--- src/rtl/sdp_mrdma_eg_din_sfifo.sv ---
// Flop-based valid/ready FIFO between the MRDMA egress unpacker and the egress consumer.
// Latency: a write is visible on rd_pd one cycle after it is accepted; no write-to-read bypass.
// Backpressure: wr_prdy drops when the registered count is full, independent of rd_prdy.
module sdp_mrdma_eg_din_sfifo #(
  parameter int DEPTH = 4,
  parameter int WIDTH = 256,
  parameter int CW    = $clog2(DEPTH + 1)
) (
  input  logic             clk,
  input  logic             reset,
  input  logic [31:0]      pwrbus_ram_pd,
  input  logic             wr_pvld,
  output logic             wr_prdy,
  input  logic [WIDTH-1:0] wr_pd,
  output logic             rd_pvld,
  input  logic             rd_prdy,
  output logic [WIDTH-1:0] rd_pd,
  output logic [CW-1:0]    wr_count
);

  localparam int PW = $clog2(DEPTH);

  logic [PW-1:0]    wr_ptr;
  logic [PW-1:0]    rd_ptr;
  logic [CW-1:0]    count;
  logic [WIDTH-1:0] mem [DEPTH];
  logic             wr_acc;
  logic             rd_acc;
  logic             unused_pwrbus;

  assign unused_pwrbus = ^pwrbus_ram_pd;

  // Full refuses writes even when a read drains an entry in the same cycle.
  assign wr_prdy  = (count != CW'(DEPTH)) & ~reset;
  assign rd_pvld  = (count != '0);
  assign rd_pd    = mem[rd_ptr];
  assign wr_count = count;
  assign wr_acc   = wr_pvld & wr_prdy;
  assign rd_acc   = rd_pvld & rd_prdy;

  always_ff @(posedge clk) begin
    if (reset) begin
      wr_ptr <= '0;
      rd_ptr <= '0;
      count  <= '0;
    end else begin
      if (wr_acc) begin
        wr_ptr <= (wr_ptr == PW'(DEPTH - 1)) ? '0 : wr_ptr + PW'(1);
      end
      if (rd_acc) begin
        rd_ptr <= (rd_ptr == PW'(DEPTH - 1)) ? '0 : rd_ptr + PW'(1);
      end
      if (wr_acc && !rd_acc) begin
        count <= count + CW'(1);
      end else if (rd_acc && !wr_acc) begin
        count <= count - CW'(1);
      end
    end
  end

  always_ff @(posedge clk) begin
    if (wr_acc) begin
      mem[wr_ptr] <= wr_pd;
    end
  end

endmodule

--- config.mk ---
export PLATFORM = sky130hd
export DESIGN_NAME = sdp_mrdma_eg_din_sfifo
export DESIGN_NICKNAME = d
export VERILOG_FILES = /design/src/rtl/sdp_mrdma_eg_din_sfifo.sv
export SDC_FILE = /design/constraint.sdc
export NUM_CORES = 1
export LEC_CHECK = 0
export ABC_AREA = 1
export BUFFER_PORTS_ARGS = -buffer_cell sky130_fd_sc_hd__buf_2
export CAP_MARGIN = 0
export CORE_UTILIZATION = 54
export CTS_BUF_LIST = sky130_fd_sc_hd__clkbuf_2 sky130_fd_sc_hd__clkbuf_4 sky130_fd_sc_hd__clkbuf_8
export DETAILED_ROUTE_END_ITERATION = 12
export GPL_ROUTABILITY_DRIVEN = 1
export PLACE_DENSITY = 0.85
export SETUP_SLACK_MARGIN = 0.4
export SLEW_MARGIN = 20
export SYNTH_ARGS = -nofsm -noshare
export SYNTH_HDL_FRONTEND = slang
export SYNTH_SLANG_ARGS = --single-unit
--- constraint.sdc ---
create_clock -name clk -period 16.7 [get_ports clk]
set_clock_uncertainty 0.15 [all_clocks]
set_input_delay 5.01 -clock clk [delete_from_list [all_inputs] [get_ports clk]]
set_output_delay 5.01 -clock clk [all_outputs]
set_load 0.005 [all_outputs]
==> results.sh, run 1 <==
export IMPL_drv_cap=0
export IMPL_vias=23900
export IMPL_required_ns=11.54
export IMPL_gr_total_overflow=0
export IMPL_arrival_ns=5.49
export IMPL_yosysSeqAreaShare_pct=78.9
export IMPL_post_cts_resized=0
export IMPL_fmax_mhz=93.9
export IMPL_critPathCaptureType="output port"
export IMPL_yosys_area_top_type_share_pct=78.4
export IMPL_fp_row_count=98
export IMPL_period_minus_slack_ns=10.65
export IMPL_r2r_end="mem[3][146]"
export IMPL_syn_area_per_cell_um2=15.4
export IMPL_track_usage_pct=23.3
export IMPL_drt_initial_drc_count=1931
export IMPL_seq_area_um2=30900
export IMPL_cts_sinks=1033
export IMPL_finalSetupTns_ns=0
export IMPL_area_growth_pct=15.7
export IMPL_fp_dieW_um=271
export IMPL_routed_wirelength_mm=87.9
export IMPL_setup_violations=0
export IMPL_netlist_area_um2=39200
export IMPL_ys_seq_elements=1033
export IMPL_critPathMaxFanout=5
export IMPL_cts_tree="done"
export IMPL_fin_crit_sh_pct=63.8
export IMPL_r2r_slack_ns=12.30
export IMPL_yosys_area_top_type="edfxtp_1"
export IMPL_clk_path_buf_depth=3
export IMPL_multi_input_area_um2=7240
export IMPL_r2r_start="wr_count[1]"
export IMPL_ys_warn_count=0
export IMPL_async_reset_ff_share_pct=0
export IMPL_p_leak_uw=0.0156
export IMPL_nets=3375
export IMPL_viasPerCell=5.73
export IMPL_drc=0
export IMPL_synth_cells=2540
export IMPL_synth_main_ff_cell="edfxtp_1"
export IMPL_dp_hpwl_mm=48.5
export IMPL_grt_pass1_wl_mm=132
export IMPL_use_met1_pct=27.9
export IMPL_dieArea_um2=73700
export IMPL_fill_cells=4853
export IMPL_worst_slack_ns=6.05
export IMPL_rsz0062_at_grt="false"
export IMPL_ir_worst_vdd_uv=139
export IMPL_grt_pass1_vias=23600
export IMPL_worst_pin_slew_ns=1.28
export IMPL_path_class="in2out"
export IMPL_cts_setup_buffers=0
export IMPL_place_gp_congestion=0.801
export IMPL_worst_r2r_path_depth=6
export IMPL_numCtsBuffers=157
export IMPL_synth_edf_count=1024
export IMPL_cp_startpoint="reset"
export IMPL_port_buffers=520
export IMPL_clkTransAtPathRegs_ns=0.06
export IMPL_cp_endpoint="wr_prdy"
export IMPL_die_height_um=271
export IMPL_synth_common_cells="1,024 x edfxtp_1, 505 x o21ai_0, 426 x nor2_1"
export IMPL_dp_cells=3867
export IMPL_maxSlewHeadroom_pct=14.9
export IMPL_post_drt_wl_per_cell_um=21.1
export IMPL_synth_area_leaders="edfxtp_1 78%, o21ai_0 6.4%, nor2_1 4.1%, o22ai_2 3.2%, o22ai_1 2.5%"
export IMPL_cts_root_buf="clkbuf_8"
export IMPL_min_path_type="reg2reg"
export IMPL_dpl_worst_slack_ns=6.15
export IMPL_h_tree_depth=4
export IMPL_antenna_found_initial=32
export IMPL_yosysMostFrequentCell="edfxtp_1"
export IMPL_cts_hold_buf=0
export IMPL_final_antenna_net_count=0
export IMPL_grt_start_max_net_pins=275
export IMPL_synth_nets=2839
export IMPL_boundaryPins=553
export IMPL_final_cells=4160
export IMPL_start_util_pct=54.7
export IMPL_startpoint_type="primary input"
export IMPL_drive_above_1_share_pct=31.1
export IMPL_hold_violations=0
export IMPL_use_met2_pct=38.6
export IMPL_clk_insertion_delay_late_ns=0.80
export IMPL_slew_viol_final=0
export IMPL_status="finished clean"
export IMPL_grt_busiest_layer="met2"
export IMPL_powerDensity_nw_per_um2=145
export IMPL_yosys_cell_types_count=21
export IMPL_coreArea_um2=71600
export IMPL_met3_usage_pct=6.54
export IMPL_dr_pass1_iters=5
[placed cells by master (no fill, tap or decap)]
cell and instances:
nor2_2 100, o21ai_0 505, clkinvlp_4 2, inv_12 4, nor2_4 4, edfxtp_1 1024
clkbuf_4 46, buf_4 23, inv_1 12, xor2_1 1, nor2_1 422, clkbuf_8 159
nand3_1 5, clkinv_1 32, fa_1 1, dfxtp_1 7, ha_1 6, o21ai_1 8
buf_6 1, buf_2 520, diode_2 26, clkinv_8 3, dfxtp_4 2, inv_8 2
clkinv_4 1, clkinv_2 12, o22ai_1 156, inv_6 3, o22ai_2 100, buf_12 2
nand2_1 13, inv_16 2, a21oi_1 3, bufinv_16 3
[worst max-delay path, stage by stage]
cell	delay [ns]
buf_2	0.14
a21oi_1	0.18
buf_2	0.16
[routing by layer]
layer / share of wire (%) / routed length [µm]
met3: 8.6 / 7550
met5: 0.10 / 88
met1: 36 / 32100
met4: 4.1 / 3610
met2: 51 / 44600
[registers in the layout, summed over array words and instances (netlist names), named ones only]
register and count:
wr_count 3, wr_ptr 2, rd_ptr 2, mem 1024
[area by class of cell]
class	instances	area share, %
clock buffers	205	5.59
repair buffers	546	6.23
multi-input cells	1324	16.0
diodes	26	0.144
clock inverters	62	1.03
inverters	14	0.168
well taps	950	2.62
flip-flops and latches	1033	68.2
[power by group]
part           switching (µW)  internal [µW]  total (µW)
clock                     954           1050        2000
combinational             972            518        1490
sequential               61.6           3000        3060
total                    1990           4570        6550
[worst min path at each step]
| stage | cells past startpoint | from | end |
|---|---|---|---|
| finish | 2 | rd_ptr[1] | flop |
| global route | 2 | rd_ptr[1] | flop |
| CTS | 2 | rd_ptr[1] | flop |
| detailed placement | 2 | rd_ptr[1] | flop |
| global placement | 2 | rd_ptr[1] | flop |
| floorplan | 2 | rd_ptr[1] | flop |
[cell families after synthesis]
| logic type | Yosys count | synth area share [%] |
|---|---|---|
| AOI/OAI and AO/OA | 772 | 12.3 |
| xor gates and xnor gates | 1 | 0.0223 |
| adders and majority gates | 7 | 0.243 |
| buffers and inverters | 183 | 2.69 |
| DFF | 1033 | 78.9 |
| and+or+nand+nor | 544 | 5.86 |
[through the flow]
step | power [µW] | instance area [µm²] | hold WS, ns | util, %
2_1_floorplan | 4070 | 39200 | 0.300 | -
3_3_place_gp | 4530 | 42300 | 0.321 | 59.0
3_5_place_dp | 4580 | 42300 | 0.332 | 59.0
4_1_cts | 6580 | 45300 | 0.333 | 63.2
5_1_grt | 6820 | 45300 | 0.372 | 63.3
6_report | 6550 | 45300 | 0.343 | 63.3
(Power assumes the default switching activity.)
==> run 2, diff against run 1 <==
--- a/config.mk
+++ b/config.mk
@@ -5,14 +5,14 @@
 export SDC_FILE = /design/constraint.sdc
 export NUM_CORES = 1
 export LEC_CHECK = 0
-export ABC_AREA = 1
+export ABC_AREA = 0
 export BUFFER_PORTS_ARGS = -buffer_cell sky130_fd_sc_hd__buf_2
 export CAP_MARGIN = 0
-export CORE_UTILIZATION = 54
+export CORE_UTILIZATION = 59
 export CTS_BUF_LIST = sky130_fd_sc_hd__clkbuf_2 sky130_fd_sc_hd__clkbuf_4 sky130_fd_sc_hd__clkbuf_8
 export DETAILED_ROUTE_END_ITERATION = 12
 export GPL_ROUTABILITY_DRIVEN = 1
-export PLACE_DENSITY = 0.85
+export PLACE_DENSITY = 0.88
 export SETUP_SLACK_MARGIN = 0.4
 export SLEW_MARGIN = 20
 export SYNTH_ARGS = -nofsm -noshare
==> constraint.sdc (replaced) <==
create_clock -name clk -period 10.7 [get_ports clk]
set_clock_uncertainty 0.15 [all_clocks]
set_input_delay 3.21 -clock clk [delete_from_list [all_inputs] [get_ports clk]]
set_output_delay 3.21 -clock clk [all_outputs]
set_load 0.005 [all_outputs]
==> run 2 against run 1 <==
Effect of this change: sequential share of layout area up 2.3 points; combinational power up 22%; utilization up 6.2 points; die area down 12%; via count down 27%; hold slack worse by 0.0018 ns; critical path depth unchanged; global-route usage up 0.73 points; worst setup slack worse by 2.4 ns; critical path type unchanged; largest power group unchanged.
==> results.sh, run 2 <==
export IMPL_slowest_delay_ns=0.17
export IMPL_largest_reg_flops=1024
export IMPL_startpoint_type="primary input"
export IMPL_r2r_slack_ns=7.19
export IMPL_clk_insertion_delay_late_ns=0.78
export IMPL_synth_compound_area_share_pct=0.0598
export IMPL_h_tree_depth=4
export IMPL_fin_crit_sh_pct=65.5
export IMPL_ys_seq_elements=1033
export IMPL_synth_area_leaders="edfxtp_1 82%, mux4_2 15%, buf_12 1.2%, dfxtp_1 0.48%, buf_2 0.33%"
export IMPL_synth_top_family_by_area="multiplexers"
export IMPL_layout_commonest_cell="edfxtp_1"
export IMPL_multi_input_area_um2=6050
export IMPL_slew_viol_final=0
export IMPL_netlist_area_um2=37700
export IMPL_slowest_stage="buf_2"
export IMPL_cts_setup_buffers=0
export IMPL_cts_root_buf="clkbuf_8"
export IMPL_dp_hpwl_mm=47.5
export IMPL_clkTransAtPathRegs_ns=0.06
export IMPL_ir_worst_vdd_uv=223
export IMPL_cts_hold_buf=0
export IMPL_drc=0
export IMPL_yosys_area_top_type="edfxtp_1"
export IMPL_crit_top_cell="buf_2"
export IMPL_arrival_ns=3.65
export IMPL_clk_path_buf_depth=3
export IMPL_yosysSeqAreaShare_pct=82.1
export IMPL_fp_row_count=92
export IMPL_min_from="rd_ptr[0]"
export IMPL_grt_busiest_layer="met2"
export IMPL_drive_above_1_share_pct=48.5
export IMPL_maxSlewHeadroom_pct=3.14
export IMPL_status="finished clean"
export IMPL_min_path_type="reg2reg"
export IMPL_numCtsBuffers=155
export IMPL_fill_cells=3563
export IMPL_seq_area_um2=30900
export IMPL_track_usage_pct=24.0
export IMPL_cts_sinks=1033
export IMPL_synth_xor_area_share_pct=0.0465
export IMPL_routed_wirelength_mm=78.1
export IMPL_regMostFlops="mem"
export IMPL_path_class="in2out"
export IMPL_boundaryPins=553
export IMPL_syn_area_per_cell_um2=27.2
export IMPL_yosys_cell_types_count=25
export IMPL_setup_violations=0
export IMPL_area_growth_pct=16.5
export IMPL_p_leak_uw=0.0145
export IMPL_grt_start_max_net_pins=177
export IMPL_finalPower_uw=9740
export IMPL_path_cells="buf_2, nor2_1, buf_2"
export IMPL_post_drt_wl_per_cell_um=25.9
export IMPL_dp_cells=2709
export IMPL_grt_pass1_wl_mm=112
export IMPL_cts_tree="done"
export IMPL_final_antenna_net_count=0
export IMPL_die_height_um=255
export IMPL_gr_total_overflow=0
export IMPL_use_met2_pct=39.6
export IMPL_cpLargestDelayFamily="buffers and inverters"
export IMPL_critPathMaxFanout=9
export IMPL_yosysMostFrequentCell="edfxtp_1"
export IMPL_powerDensity_nw_per_um2=222
export IMPL_required_ns=7.34
export IMPL_port_buffers=520
export IMPL_crit_buf_inv=2
export IMPL_coreArea_um2=63100
export IMPL_synth_common_cells="1,024 x edfxtp_1, 256 x mux4_2, 25 x buf_2"
export IMPL_start_util_pct=59.7
export IMPL_r2r_start="wr_count[0]"
export IMPL_synth_simple_gate_area_share_pct=0.249
export IMPL_synth_mux_area_share_pct=15.4
export IMPL_nets=2320
export IMPL_finalSetupTns_ns=0
export IMPL_async_reset_ff_share_pct=0
export IMPL_synth_cells=1384
export IMPL_antenna_found_initial=34
export IMPL_rsz0062_at_grt="false"
export IMPL_synth_adder_area_share_pct=0.253
export IMPL_synth_edf_count=1024
export IMPL_drt_initial_drc_count=1375
export IMPL_met3_usage_pct=9.29
export IMPL_dr_pass1_iters=5
export IMPL_mostFrequentLayoutCells="1,024 x edfxtp_1, 520 x buf_2, 256 x mux4_2, 158 x clkbuf_8, 52 x clkbuf_4"
export IMPL_post_cts_resized=0
export IMPL_holdPathStages=2
export IMPL_r2r_end="mem[1][183]"
export IMPL_final_cells=3016
export IMPL_worst_pin_slew_ns=1.45
export IMPL_ys_warn_count=0
export IMPL_synth_nets=1683
export IMPL_dieArea_um2=64800
export IMPL_critPathCaptureType="output port"
export IMPL_grt_pass1_vias=18600
export IMPL_fp_dieW_um=255
export IMPL_fmax_mhz=143
export IMPL_worst_r2r_path_depth=4
export IMPL_use_met1_pct=27.2
export IMPL_yosys_area_top_type_share_pct=81.7
export IMPL_hold_violations=0
export IMPL_period_minus_slack_ns=7.01
export IMPL_viasPerCell=5.74
export IMPL_synth_main_ff_cell="edfxtp_1"
export IMPL_place_gp_congestion=0.760
export IMPL_vias=17300
export IMPL_drv_cap=0
==> run 2: layout make-up <==
class | count | share of cell area [%]
flip-flops and latches | 1033 | 70.5
multi-input cells | 290 | 13.8
repair buffers | 538 | 6.46
clock buffers | 210 | 5.85
well taps | 846 | 2.41
clock inverters | 68 | 0.782
diodes | 28 | 0.160
inverters | 3 | 0.0257
==> run 2: per-layer routing <==
layer	part of all wire (%)	vias to the layer above
li1	-	7371
met1	34	8919
met2	52	812
met3	9.9	204
met4	3.9	20
met5	0.15	-
==> run 2: report_power, final <==
| group | internal, µW | switching, µW |
|---|---|---|
| Clock | 1560 | 1450 |
| Sequential | 4790 | 118 |
| Combinational | 913 | 905 |
| Total | 7260 | 2470 |
==> run 2: kinds of logic (layout without fill, tap and decap cells) <==
logic type      count (synthesis)  in the layout
xor+xnor                        2              2
compound gates                  4              4
other cells                     0             28
flops                        1033           1033
mux                           260            260
fa+ha+maj                       7              7
buf+inv                        61            819
simple gates                   17             17
==> run 2: worst min-delay path: cells and delay by family, from the launching register on <==
family | cells | cell delay, ns
DFF | 1 | 0.32
AOI/OAI and AO/OA | 1 | 0.07
and+or+nand+nor | 1 | 0.06
==> run 2: through the flow <==
stage | hold WS, ns | utilization (%) | area, µm² | setup slack [ns]
6_report | 0.341 | 69.5 | 43900 | 3.69
2_1_floorplan | 0.313 | - | 37700 | 3.16
4_1_cts | 0.341 | 69.4 | 43800 | 3.69
5_1_grt | 0.370 | 69.5 | 43800 | 3.67
3_5_place_dp | 0.333 | 64.8 | 40900 | 3.69
3_3_place_gp | 0.322 | 64.8 | 40900 | 3.66
==> run 2: how the worst max path moves through the flow <==
| stage | cells past startpoint | slack [ns] | start | end |
|---|---|---|---|---|
| floorplan | 3 | 3.16 | reset | mem[0][0] |
| global placement | 3 | 3.66 | reset | wr_prdy |
| detailed placement | 3 | 3.69 | reset | wr_prdy |
| CTS | 3 | 3.69 | reset | wr_prdy |
| global route | 3 | 3.67 | reset | wr_prdy |
| finish | 3 | 3.69 | reset | wr_prdy |
